==> src/rtl/plane_bus_writer.sv <==
// Queued writer for a strobed plane bus: host bytes land in a small FIFO and are
// replayed as setup / strobe / hold bus cycles, one transfer at a time.
module plane_bus_writer #(
    parameter int D_WIDTH    = 8,
    parameter int FIFO_DEPTH = 4,
    parameter int SETUP_CYC  = 1,
    parameter int EN_CYC     = 2,
    parameter int HOLD_CYC   = 2
) (
    input  logic                          clk,
    input  logic                          reset,
    input  logic [D_WIDTH-1:0]            inData,
    input  logic                          inRs,
    input  logic                          inValid,
    output logic                          inReady,
    output logic [D_WIDTH-1:0]            dataOut,
    output logic                          rsOut,
    output logic                          dataEn,
    output logic                          busy,
    output logic [$clog2(FIFO_DEPTH):0]   fifoLevel
);

    // state  | meaning
    // IDLE   | bus quiet, waiting for a queued byte
    // SETUP  | data/rs driven, strobe low
    // STROBE | strobe high
    // HOLD   | strobe low, data/rs still held; may chain into the next SETUP
    typedef enum logic [1:0] {IDLE, SETUP, STROBE, HOLD} state_t;

    localparam int AW = $clog2(FIFO_DEPTH);
    localparam logic [AW:0] FULL_LVL = (AW + 1)'(FIFO_DEPTH);
    localparam logic [3:0]  SETUP_LD = 4'(SETUP_CYC - 1);
    localparam logic [3:0]  EN_LD    = 4'(EN_CYC - 1);
    localparam logic [3:0]  HOLD_LD  = 4'(HOLD_CYC - 1);

    state_t         state, state_nxt;
    logic [3:0]     cnt, cnt_nxt;
    logic           push, pop;
    logic [AW-1:0]  wr_ptr, rd_ptr;
    logic [D_WIDTH:0] mem [FIFO_DEPTH];
    logic [D_WIDTH:0] head;

    assign inReady = (fifoLevel != FULL_LVL);
    assign push    = inValid & inReady & reset;
    assign busy    = (state != IDLE) || (fifoLevel != '0);
    assign head    = mem[rd_ptr];

    always_ff @(posedge clk) begin
        if (!reset) begin
            state <= IDLE;
            cnt   <= '0;
        end else begin
            state <= state_nxt;
            cnt   <= cnt_nxt;
        end
    end

    always_comb begin
        state_nxt = state;
        cnt_nxt   = cnt;
        pop       = 1'b0;
        unique case (state)
            IDLE: begin
                if (fifoLevel != '0) begin
                    pop       = 1'b1;
                    state_nxt = SETUP;
                    cnt_nxt   = SETUP_LD;
                end
            end
            SETUP: begin
                if (cnt == 4'd0) begin
                    state_nxt = STROBE;
                    cnt_nxt   = EN_LD;
                end else begin
                    cnt_nxt = cnt - 4'd1;
                end
            end
            STROBE: begin
                if (cnt == 4'd0) begin
                    state_nxt = HOLD;
                    cnt_nxt   = HOLD_LD;
                end else begin
                    cnt_nxt = cnt - 4'd1;
                end
            end
            HOLD: begin
                if (cnt == 4'd0) begin
                    // back-to-back transfers skip IDLE to keep the period tight
                    if (fifoLevel != '0) begin
                        pop       = 1'b1;
                        state_nxt = SETUP;
                        cnt_nxt   = SETUP_LD;
                    end else begin
                        state_nxt = IDLE;
                        cnt_nxt   = 4'd0;
                    end
                end else begin
                    cnt_nxt = cnt - 4'd1;
                end
            end
            default: begin
                state_nxt = IDLE;
                cnt_nxt   = 4'd0;
            end
        endcase
    end

    always_ff @(posedge clk) begin
        if (push) begin
            mem[wr_ptr] <= {inRs, inData};
        end
    end

    always_ff @(posedge clk) begin
        if (!reset) begin
            wr_ptr    <= '0;
            rd_ptr    <= '0;
            fifoLevel <= '0;
            dataOut   <= '0;
            rsOut     <= 1'b0;
            dataEn    <= 1'b0;
        end else begin
            if (push) begin
                wr_ptr <= wr_ptr + 1'b1;
            end
            if (pop) begin
                rd_ptr  <= rd_ptr + 1'b1;
                dataOut <= head[D_WIDTH-1:0];
                rsOut   <= head[D_WIDTH];
            end
            unique case ({push, pop})
                2'b10:   fifoLevel <= fifoLevel + 1'b1;
                2'b01:   fifoLevel <= fifoLevel - 1'b1;
                default: ;
            endcase
            dataEn <= (state_nxt == STROBE);
        end
    end

endmodule
==> config.mk <==
export PLATFORM = sky130hd
export DESIGN_NAME = plane_bus_writer
export DESIGN_NICKNAME = d
export VERILOG_FILES = /design/src/rtl/plane_bus_writer.sv
export SDC_FILE = /design/constraint.sdc
export NUM_CORES = 1
export LEC_CHECK = 0
export ABC_CLOCK_PERIOD_IN_PS = 2650
export BUFFER_PORTS_ARGS = -buffer_cell sky130_fd_sc_hd__buf_2
export CORE_MARGIN = 5
export CORE_UTILIZATION = 57
export CTS_CLUSTER_DIAMETER = 120
export CTS_CLUSTER_SIZE = 8
export DETAILED_ROUTE_END_ITERATION = 12
export GPL_TIMING_DRIVEN = 0
export PLACE_DENSITY = 0.82
export SYNTH_ARGS = -nofsm -noshare
export SYNTH_HDL_FRONTEND = slang
export SYNTH_SLANG_ARGS = --single-unit
==> constraint.sdc <==
create_clock -name clk -period 2.65 [get_ports clk]
set_input_delay 0.3975 -clock clk [delete_from_list [all_inputs] [get_ports clk]]
set_output_delay 0.3975 -clock clk [all_outputs]
set_load 0.01 [all_outputs]
==> results.ini, run 1 <==
[outcome]
status=completed

[floorplan]
start_util_pct=58.6
coreArea_sq_um=4350
io_pins=27
die_w_um=76.9
fp.dieArea_sq_um=5910
row_count=24
die_y_um=76.9

[synth]
synth-xor-area-share_pct=1.37
seq_area_frac_synth_pct=60.5
synth_compound_area_share_pct=8.10
yosysTopAreaCell=edfxtp_1
syn_area_per_cell_sq_um=13.3
synth-edff-count=36
syn-num-nets=217
synth_top_family_by_area=simple AND/OR/NAND/NOR gates
ys_types=38
synth-simple-area-share_pct=11.1
muxShareOfSynthArea_pct=8.34
synth.top_cells.by_area=edfxtp_1 42%, dfxtp_1 18%, mux4_2 7.9%
netlist_instances=192
async_reset_ff_share_pct=0
synth_fa_ha_area_share_pct=6.67
ys_warn_count=0
netlist.area_leader.share_pct=42.4
ys_ff_latch=59
synth_area_sq_um=2550
synth_top_flop_cell=edfxtp_1

[finish]
fin_util_pct=68.4
layoutNonFillerInstCount=286
synthToLayoutAreaGrowth_pct=16.9
antennaDiodeCount=0
drive_gt1_share_pct=26.9
final_nets=254

[setup_path]
timing.rr.start=cnt[0]$_SDFFE_PN0P_
cp_max_fo=10
end_kind=flop
r2r_end=fifoLevel[2]$_SDFFE_PN0P_
r2r_slack_ns=0.17
path_buf_inv=4
path_class=reg2reg
worstPathCellList=inv_1 -> ha_2 -> and4bb_1 -> o211ai_2 -> inv_2 -> buf_6 -> ha_2 -> inv_1 -> fa_1 -> xor2_1 -> or3_1 -> a21boi_1
crit_slowest_cell=fa_1
cp_top_family=adder cells
setup.worst_path.start_class=flop
cp.arrival_ns=2.74
max_stage_delay_ns=0.37
worstPathRequired_ns=2.91
worstRegToRegCells=12

[global_route]
overflow=0
antenna_found_initial=0
grt_first_pass_wirelength_um=7250
first_global_vias=1536
grtUsageTotal_pct=15.7
grt_max_degree=12

[sta]
rsz0062_at_grt=false
fin_ws_ns=0.168
maxSlewHeadroom_pct=43.6
fin_crit_ns=2.48
finalHoldViolations=0
whs_ns=0.283
setup_viol_count_final=0
setup_tns_ns=0
fmax_mhz=403
fin_worst_skew_ns=0.00715
slew_violations=0
worst_pin_slew_ns=0.843
fin_crit_sh_pct=93.7

[clock_tree]
clk_path_buf_depth=2
cts_buffers=9
cts_tree=built
cts_sinks=59
hold_buffers=0
clk_latency_ns=0.33
cts_root_buffer=clkbuf_8
post_cts.repair.setup_buffers=0
h-tree-depth=3
post_cts_resized=0
path_clk_slew_ns=0.07

[drt]
via_count=1548
dr.pass1.iters=4
ant_nets=0
wl_per_cell_um=14.9
drc_errors=0
viasPerCell=5.41
finalWirelength_um=4280
drt_iter0_drc=82

[min_path]
hp-start=inData[3]
whs_path_depth=1
min_to=mem[1][3]$_DFFE_PP_
hp-class=in2reg

[power_and_ir_drop]
p_leak_nw=1.14
power_density_nw_per_um2=1040
peakVddDrop_mv=0.442

[placed_design]
place_congestion=0.820
placed_cells=270
hpwlAfterDp_um=2950
place_ws_ns=0.0499
port_buffers=26

[flow_run]
max_cap_violations=0

## stage by stage
stage	total power, mW	instance area, sq um
2_1_floorplan	1.93	2550
3_3_place_gp	2.17	2750
3_5_place_dp	2.20	2750
4_1_cts	3.08	2960
5_1_grt	3.29	2980
6_report	3.09	2980
## per-layer routing
layer	share of wire (%)	vias up	track usage, %
li1	-	762	-
met1	44	739	19.8
met2	49	37	24.6
met3	4.9	10	4.33
met4	2.1	0	8.04
met5	0	-	0
## layout make-up
type	instances	area, sq um
buffer	6	41.3
clock buffer	9	124
clock inverter	7	92.6
fill	305	1370
inverter	17	63.8
multi-input combinational	110	915
sequential	59	1550
tap	52	65.1
timing repair buffer	26	130
## logic make-up (layout without fill, tap and decap cells)
family	after synthesis	after routing
compound gates	28	28
xor+xnor	4	4
fa+ha+maj	13	13
buf+inv	23	65
flops	59	59
mux	10	10
simple gates	55	55
## where the power goes
part           total, mW  switching [mW]  internal, mW
Sequential          1.23          0.0960          1.13
Clock              0.876           0.350         0.525
Combinational      0.984           0.536         0.448
Total               3.09           0.983          2.10
## synth_stat cells, types with 2 or more instances
| library cell | number |
|---|---|
| and2_1 | 6 |
| mux4_2 | 9 |
| clkbuf_1 | 3 |
| or3_4 | 2 |
| o211ai_1 | 2 |
| nor3_1 | 4 |
| o211a_1 | 2 |
| nand2_1 | 25 |
| edfxtp_1 | 36 |
| o21ai_0 | 2 |
| xnor2_1 | 3 |
| a21boi_0 | 11 |
| a21oi_1 | 4 |
| ha_1 | 12 |
| buf_4 | 2 |
| nand3_1 | 2 |
| nor2_1 | 7 |
| or3_1 | 2 |
| inv_1 | 17 |
| dfxtp_1 | 23 |
## worst max-delay path by stage
stage	depth (start not counted)	end	slack, ns	start
CTS	12	fifoLevel[2]$_SDFFE_PN0P_	0.03	state[0]$_SDFF_PN0_
finish	12	fifoLevel[2]$_SDFFE_PN0P_	0.17	cnt[0]$_SDFFE_PN0P_
floorplan	12	fifoLevel[2]$_SDFFE_PN0P_	0.26	state[0]$_SDFF_PN0_
global placement	11	fifoLevel[2]$_SDFFE_PN0P_	0.09	state[1]$_SDFF_PN0_
detailed placement	12	fifoLevel[2]$_SDFFE_PN0P_	0.05	state[0]$_SDFF_PN0_
global route	12	fifoLevel[2]$_SDFFE_PN0P_	0.004	cnt[0]$_SDFFE_PN0P_
## placed cells by master, fill, tap and decap left out, types with 2 or more instances in the layout
cell type   count
dfxtp_1        21
nand3_1         2
o211ai_1        2
mux4_2          9
dfxtp_4         2
xnor2_1         3
bufinv_16       2
o21ai_0         2
buf_2          26
ha_1            9
and2_1          6
inv_1          16
clkbuf_1        3
or3_1           2
nor2_1          7
or3_4           2
clkbuf_8        9
nand2_1        25
a21boi_0       10
edfxtp_1       36
nor3_1          4
buf_6           2
ha_2            3
clkinvlp_4      2
a21oi_1         4
o211a_1         2
## flip-flops by register name, indices dropped and copies added (netlist names)
name,count
wr_ptr,2
rsOut,1
state,2
dataOut,8
cnt,4
dataEn,1
rd_ptr,2
mem,36
fifoLevel,3
Power figures use the tool's default switching activity.
==> inputs of run 2 (changes only) <==
--- a/config.mk
+++ b/config.mk
@@ -10,3 +10,3 @@
 export CORE_MARGIN = 5
-export CORE_UTILIZATION = 57
+export CORE_UTILIZATION = 32
 export CTS_CLUSTER_DIAMETER = 120
@@ -15,3 +15,3 @@
 export GPL_TIMING_DRIVEN = 0
-export PLACE_DENSITY = 0.82
+export PLACE_DENSITY = 0.53
 export SYNTH_ARGS = -nofsm -noshare
==> constraint.sdc (replaced) <==
create_clock -name clk -period 2.65 [get_ports clk]
set_input_delay 0.265 -clock clk [delete_from_list [all_inputs] [get_ports clk]]
set_output_delay 0.265 -clock clk [all_outputs]
set_load 0.01 [all_outputs]
==> run 2 against run 1 <==
  * Non-clock buffer count rose by 1
  * Count of clock-buffer cells in the layout unchanged
  * Hold slack worse by 0.15 ns
  * Power shrank 1.1%
  * Register-to-register slack worse by 0.03 ns
  * Combinational power grew 0.7%
  * First-iteration DRC count shrank 55%
  * Die area increased by 67%
  * Highest routed layer unchanged
  * Critical endpoint unchanged
==> results.ini, run 2 (synthesis results as in run 1) <==
[power_and_ir_drop]
power_density_nw_per_um2=1000  ; was 1040 nW/um^2
finalPower_mw=3.05  ; was 3.09 mW
p_leak_nw=1.15  ; was 1.14 nW
peakVddDrop_mv=0.500  ; was 0.442 mV

[finish]
fin_util_pct=39.4  ; was 68.4%
synthToLayoutAreaGrowth_pct=19.5  ; was 16.9%
largest_reg_flops=36  ; unchanged
final_nets=255  ; was 254
fillers=724  ; was 305
top_register=mem  ; unchanged
layoutNonFillerInstCount=337  ; was 286
reg.largest.list=mem: 36 flops, dataOut: 8 flops, cnt: 4 flops  ; unchanged
layout_commonest_cell=edfxtp_1  ; unchanged
drive_gt1_share_pct=27.2  ; was 26.9%
antennaDiodeCount=0  ; unchanged
final_area_sq_um=3050  ; was 2980 sq um
mostFrequentLayoutCells=36 x edfxtp_1, 26 x buf_2, 25 x nand2_1, 21 x dfxtp_1, 17 x inv_1  ; was 36 x edfxtp_1, 26 x buf_2, 25 x nand2_1, 21 x dfxtp_1, 16 x inv_1

[floorplan]
die_y_um=99.3  ; was 76.9 um
start_util_pct=33.0  ; was 58.6%
row_count=32  ; was 24
die_w_um=99.3  ; was 76.9 um
io_pins=27  ; unchanged
coreArea_sq_um=7730  ; was 4350 sq um
fp.dieArea_sq_um=9850  ; was 5910 sq um

[clock_tree]
cts_buffers=9  ; unchanged
cts_tree=built  ; unchanged
clk_path_buf_depth=2  ; unchanged
h-tree-depth=3  ; unchanged
hold_buffers=0  ; unchanged
cts_sinks=59  ; unchanged
path_clk_slew_ns=0.08  ; was 0.07 ns
clk_latency_ns=0.33  ; about the same
cts_root_buffer=clkbuf_8  ; unchanged

[global_route]
top_usage_layer=met2  ; unchanged
use_met1_pct=11.6  ; was 19.8%
first_global_vias=1482  ; was 1536
gr-usage-met2_pct=14.9  ; was 24.6%
grtUsageTotal_pct=9.68  ; was 15.7%
antenna_found_initial=0  ; unchanged
grtUsageMet3_pct=4.56  ; was 4.33%
grt_first_pass_wirelength_um=7270  ; was 7250 um
grt_max_degree=14  ; was 12
overflow=0  ; unchanged

[setup_path]
worstPathRequired_ns=2.91  ; about the same
crit_path_start=state[0]$_SDFF_PN0_  ; was cnt[0]$_SDFFE_PN0P_
cp.arrival_ns=2.77  ; was 2.74 ns
crit_end=fifoLevel[2]$_SDFFE_PN0P_  ; unchanged
end_kind=flop  ; unchanged
path_class=reg2reg  ; unchanged
worstRegToRegCells=11  ; was 12
crit_slowest_cell=dfxtp_4  ; was fa_1
max_stage_delay_ns=0.38  ; was 0.37 ns
r2r_slack_ns=0.14  ; was 0.17 ns
cp_max_fo=10  ; unchanged
worstPathCellList=ha_2 -> and4bb_1 -> o211ai_2 -> inv_1 -> buf_6 -> ha_2 -> inv_1 -> fa_1 -> xor2_1 -> or3_1 -> a21boi_0  ; was inv_1 -> ha_2 -> and4bb_1 -> o211ai_2 -> inv_2 -> buf_6 -> ha_2 -> inv_1 -> fa_1 -> xor2_1 -> or3_1 -> a21boi_1
r2r_end=fifoLevel[2]$_SDFFE_PN0P_  ; unchanged
timing.rr.start=state[0]$_SDFF_PN0_  ; was cnt[0]$_SDFFE_PN0P_
setup.worst_path.start_class=flop  ; unchanged

[sta]
setup_tns_ns=0  ; unchanged
worst_pin_slew_ns=0.874  ; was 0.843 ns
rsz0062_at_grt=false  ; unchanged
fin_worst_skew_ns=0.00871  ; was 0.00715 ns
setup_viol_count_final=0  ; unchanged
maxSlewHeadroom_pct=41.5  ; was 43.6%
fin_crit_ns=2.51  ; was 2.48 ns
fin_crit_sh_pct=94.7  ; was 93.7%
finalHoldViolations=0  ; unchanged
fmax_mhz=399  ; was 403 MHz
slew_violations=0  ; unchanged

[placed_design]
hpwlAfterDp_um=3020  ; was 2950 um
place_congestion=0.767  ; was 0.820
place_area_sq_um=2810  ; was 2750 sq um
placed_cells=320  ; was 270
port_buffers=26  ; unchanged

[drt]
ant_nets=0  ; unchanged
drc_errors=0  ; unchanged
finalWirelength_um=4450  ; was 4280 um
via_count=1515  ; was 1548
viasPerCell=4.50  ; was 5.41
dr.pass1.iters=4  ; unchanged
drt_iter0_drc=37  ; was 82
wl_per_cell_um=13.2  ; was 14.9 um

[min_path]
hp-class=in2reg  ; unchanged
hp-start=inData[5]  ; was inData[3]

[outcome]
status=completed  ; unchanged

[flow_run]
max_cap_violations=0  ; unchanged

[run 2: how the worst min path moves through the flow]
stage / endpoint / slack, ns / depth (start not counted)
finish: mem[1][5]$_DFFE_PP_ / 0.14 / 1
global route: mem[1][5]$_DFFE_PP_ / 0.12 / 1
CTS: mem[1][5]$_DFFE_PP_ / 0.12 / 1
detailed placement: dataOut[3]$_SDFFE_PN0P_ / 0.46 / 2
global placement: dataOut[3]$_SDFFE_PN0P_ / 0.45 / 2
floorplan: mem[0][0]$_DFFE_PP_ / 0.36 / 0
[run 2: layer usage]
| metal | up-vias | routed length (um) |
|---|---|---|
| met3 | 5 | 141 |
| met5 | - | 0 |
| li1 | 766 | - |
| met4 | 0 | 46 |
| met1 | 719 | 2040 |
| met2 | 25 | 2220 |
[run 2: report_power, final]
group	internal, mW	switching, mW	total, mW
Sequential	1.13	0.0916	1.22
Combinational	0.463	0.528	0.991
Clock	0.450	0.393	0.843
Total	2.04	1.01	3.05
[run 2: cell type report]
cell class,count,area (sq um),area share (%)
Multi-Input combinational cell,110,925,30.3
Inverter,17,63.8,2.09
Clock inverter,7,82.6,2.71
Clock buffer,9,124,4.06
Buffer,6,41.3,1.35
Tap cell,102,128,4.19
Timing Repair Buffer,27,138,4.52
Sequential cell,59,1550,50.7
[run 2: timing repair]
item | in CTS | in global routing
gates resized for setup | 0 | 7
setup endpoints to repair | 0 | 1
hold endpoints to repair | 0 | 0
setup buffers | 0 | 1
[run 2: worst max-delay path: cells and delay by family (launching register included)]
kind	cells	cell delay, ns
buffers and inverters	3	0.29
AO/OA/AOI/OAI	2	0.27
AND/OR/NAND/NOR	2	0.56
adder cells (fa/ha/maj)	3	0.78
flip-flops	1	0.38
XOR/XNOR	1	0.16
[run 2: stage by stage]
step	hold WS, ns	worst slack, ns
floorplan	0.364	0.264
global placement	0.451	0.0307
detailed placement	0.457	0.0399
CTS	0.121	0.0100
global route	0.117	0.00280
finish	0.137	0.142
==> inputs of run 3 (changes only) <==
- ABC_AREA: default -> 1
==> run 3 against run 2 <==
  * Wire length is 18% higher
  * Clock power is 6.4% lower
  * Critical path depth is 2 higher
  * Setup slack better by 0.25 ns
  * Power is 1.2% lower
  * Count of clock-buffer cells in the layout stayed put
  * Critical path type unchanged
  * Die area is 3.2% higher
  * Core utilization is 1.4 points lower
==> results.ini, run 3 <==
[setup_path]
path_buf_inv=3  ; unchanged
timing.rr.start=state[0]$_SDFF_PN0_  ; unchanged
cp_max_fo=4  ; was 10
setup.worst_path.start_class=flop  ; unchanged
r2r_end=fifoLevel[2]$_SDFFE_PN0P_  ; unchanged
max_stage_delay_ns=0.39  ; was 0.38 ns
cp_top_family=adder cells  ; unchanged
crit_end=fifoLevel[2]$_SDFFE_PN0P_  ; unchanged
path_class=reg2reg  ; unchanged
crit_slowest_cell=dfxtp_1  ; was dfxtp_4
r2r_slack_ns=0.39  ; was 0.14 ns
end_kind=flop  ; unchanged
worstRegToRegCells=13  ; was 11
path_depth=13  ; was 11
worstPathCellList=inv_1 -> ha_1 -> a21oi_2 -> nand2_2 -> inv_1 -> ha_1 -> inv_1 -> fa_1 -> a21oi_1 -> o21ai_0 -> nand2_1 -> nand2_1 -> nor2_1  ; was ha_2 -> and4bb_1 -> o211ai_2 -> inv_1 -> buf_6 -> ha_2 -> inv_1 -> fa_1 -> xor2_1 -> or3_1 -> a21boi_0
cp.arrival_ns=2.54  ; was 2.77 ns
worstPathRequired_ns=2.93  ; was 2.91 ns
crit_path_frequent_cell=inv_1
crit_path_start=state[0]$_SDFF_PN0_  ; unchanged

[placed_design]
place_area_sq_um=2900  ; was 2810 sq um
hpwlAfterDp_um=3590  ; was 3020 um
port_buffers=25  ; was 26
place_congestion=0.773  ; was 0.767

[clock_tree]
h-tree-depth=3  ; unchanged
cts_sinks=59  ; unchanged
post_cts.repair.setup_buffers=0  ; unchanged
cts_buffers=9  ; unchanged
cts_root_buffer=clkbuf_8  ; unchanged
clk_latency_ns=0.33  ; about the same
hold_buffers=0  ; unchanged
path_clk_slew_ns=0.07  ; was 0.08 ns
post_cts_resized=0  ; unchanged
cts_tree=built  ; unchanged
clk_path_buf_depth=2  ; unchanged

[min_path]
hp-class=in2reg  ; unchanged

[synth]
synth_compound_area_share_pct=9.47  ; was 8.10%
muxShareOfSynthArea_pct=0  ; was 8.34%
synth_top_family_by_area=simple AND/OR/NAND/NOR gates  ; unchanged
synth_fa_ha_area_share_pct=6.44  ; was 6.67%
synth_most_common_cell=nor2_1  ; was edfxtp_1
ys_warn_count=0  ; unchanged
netlist_instances=284  ; was 192
synth_common_cells=62 x nor2_1, 42 x nand2_1, 36 x edfxtp_1, 32 x inv_1, 28 x o21ai_0  ; was 36 x edfxtp_1, 25 x nand2_1, 23 x dfxtp_1, 17 x inv_1, 12 x ha_1
seq_area_frac_synth_pct=58.4  ; was 60.5%
netlist.area_leader.share_pct=40.9  ; was 42.4%
synth-simple-area-share_pct=18.4  ; was 11.1%
async_reset_ff_share_pct=0  ; unchanged
syn_area_per_cell_sq_um=9.30  ; was 13.3 sq um
synth-edff-count=36  ; unchanged
yosysTopAreaCell=edfxtp_1  ; unchanged
synth-xor-area-share_pct=0.663  ; was 1.37%
ys_ff_latch=59  ; unchanged
ys_types=25  ; was 38
synth_area_sq_um=2640  ; was 2550 sq um
synth_top_flop_cell=edfxtp_1  ; unchanged
synth.top_cells.by_area=edfxtp_1 41%, dfxtp_1 17%, nor2_1 8.8%  ; was edfxtp_1 42%, dfxtp_1 18%, mux4_2 7.9%
syn-num-nets=309  ; was 217

[sta]
setup_viol_count_final=0  ; unchanged
finalHoldViolations=0  ; unchanged
rsz0062_at_grt=false  ; unchanged
worst_pin_slew_ns=0.915  ; was 0.874 ns
maxSlewHeadroom_pct=38.8  ; was 41.5%
whs_ns=0.151  ; was 0.137 ns
slew_violations=0  ; unchanged
fin_crit_sh_pct=85.4  ; was 94.7%
fin_worst_skew_ns=0.0114  ; was 0.00871 ns
fmax_mhz=442  ; was 399 MHz
setup_tns_ns=0  ; unchanged
fin_crit_ns=2.26  ; was 2.51 ns

[power_and_ir_drop]
finalPower_mw=3.01  ; was 3.05 mW
swShare_pct=36.5  ; was 33.2%
p_switching_mw=1.10  ; was 1.01 mW
power_density_nw_per_um2=975  ; was 1000 nW/um^2
p_comb_share_pct=35.3  ; was 32.5%
p_leak_nw=1.29  ; was 1.15 nW
power_frac_clock_pct=26.2  ; was 27.6%
p_int_mw=1.91  ; was 2.04 mW
pwr-share-seq_pct=38.5  ; was 39.9%
peakVddDrop_mv=0.289  ; was 0.500 mV

[finish]
top_register=mem  ; unchanged
final_nets=345  ; was 255
final_area_sq_um=3090  ; was 3050 sq um
layout_commonest_cell=nor2_1  ; was edfxtp_1
reg.largest.list=mem: 36 flops, dataOut: 8 flops, cnt: 4 flops  ; unchanged
largest_reg_flops=36  ; unchanged
drive_gt1_share_pct=16.6  ; was 27.2%
synthToLayoutAreaGrowth_pct=17.0  ; was 19.5%
antennaDiodeCount=0  ; unchanged
mostFrequentLayoutCells=62 x nor2_1, 42 x nand2_1, 36 x edfxtp_1, 32 x inv_1, 30 x buf_2  ; was 36 x edfxtp_1, 26 x buf_2, 25 x nand2_1, 21 x dfxtp_1, 17 x inv_1

[global_route]
grtUsageTotal_pct=11.3  ; was 9.68%
grt_first_pass_wirelength_um=8680  ; was 7270 um
grt_max_degree=12  ; was 14
overflow=0  ; unchanged
antenna_found_initial=0  ; unchanged
first_global_vias=1835  ; was 1482

[drt]
viasPerCell=4.42  ; was 4.50
wl_per_cell_um=12.2  ; was 13.2 um
dr.pass1.iters=4  ; unchanged
ant_nets=0  ; unchanged
finalWirelength_um=5260  ; was 4450 um
drt_iter0_drc=75  ; was 37
drc_errors=0  ; unchanged
via_count=1899  ; was 1515

[floorplan]
row_count=33  ; was 32
start_util_pct=32.5  ; was 33.0%
die_w_um=101  ; was 99.3 um
io_pins=27  ; unchanged
fp.dieArea_sq_um=10200  ; was 9850 sq um
coreArea_sq_um=8130  ; was 7730 sq um
die_y_um=101  ; was 99.3 um

[outcome]
status=completed  ; unchanged

[flow_run]
max_cap_violations=0  ; unchanged

-- run 3: layer usage --
| layer | vias to the layer above | wire length (um) | share of wire, % | global-route usage, % |
|---|---|---|---|---|
| li1 | 993 | - | - | - |
| met1 | 871 | 2480 | 47 | 13.5 |
| met2 | 33 | 2520 | 48 | 18.4 |
| met3 | 2 | 203 | 3.9 | 3.81 |
| met4 | 0 | 55 | 1.0 | 5.28 |
| met5 | - | 0 | 0 | 0 |
-- run 3: cell type report --
cell class	instances	area, sq um
Multi-Input combinational cell	183	925
Inverter	33	124
Clock inverter	7	68.8
Tap cell	105	131
Clock buffer	9	124
Timing Repair Buffer	25	125
Fill cell	826	5040
Buffer	9	51.3
Sequential cell	59	1540
-- run 3: kinds of logic after synthesis --
kind of cell	count (synthesis)
xor gates and xnor gates	2
and+or+nand+nor	119
adders and majority gates	13
DFF	59
buffers and inverters	42
AOI/OAI and AO/OA	49
-- run 3: power groups by stage --
stage	clock, mW	combinational (mW)	sequential [mW]
global placement	0	1.07	1.18
global route	0.855	1.23	1.18
CTS	0.814	1.08	1.16
finish	0.789	1.06	1.16
floorplan	0	0.772	1.20
detailed placement	0	1.08	1.18
-- run 3: metrics by stage --
stage	worst slack (ns)	cells	utilization (%)
floorplan	0.589	284	-
global placement	0.401	414	35.6
detailed placement	0.392	414	35.6
CTS	0.369	430	38.0
global route	0.165	430	38.0
finish	0.388	430	38.0
-- run 3: worst min-delay path by stage --
stage | start | to | slack [ns] | depth (start not counted)
after floorplan | inData[0] | mem[0][0]$_DFFE_PP_ | 0.36 | 0
after global placement | inData[1] | mem[0][1]$_DFFE_PP_ | 0.48 | 1
after detailed placement | inData[1] | mem[1][1]$_DFFE_PP_ | 0.49 | 1
after CTS | inData[1] | mem[1][1]$_DFFE_PP_ | 0.13 | 1
after global routing | inData[1] | mem[1][1]$_DFFE_PP_ | 0.12 | 1
final | inData[4] | mem[0][4]$_DFFE_PP_ | 0.15 | 1
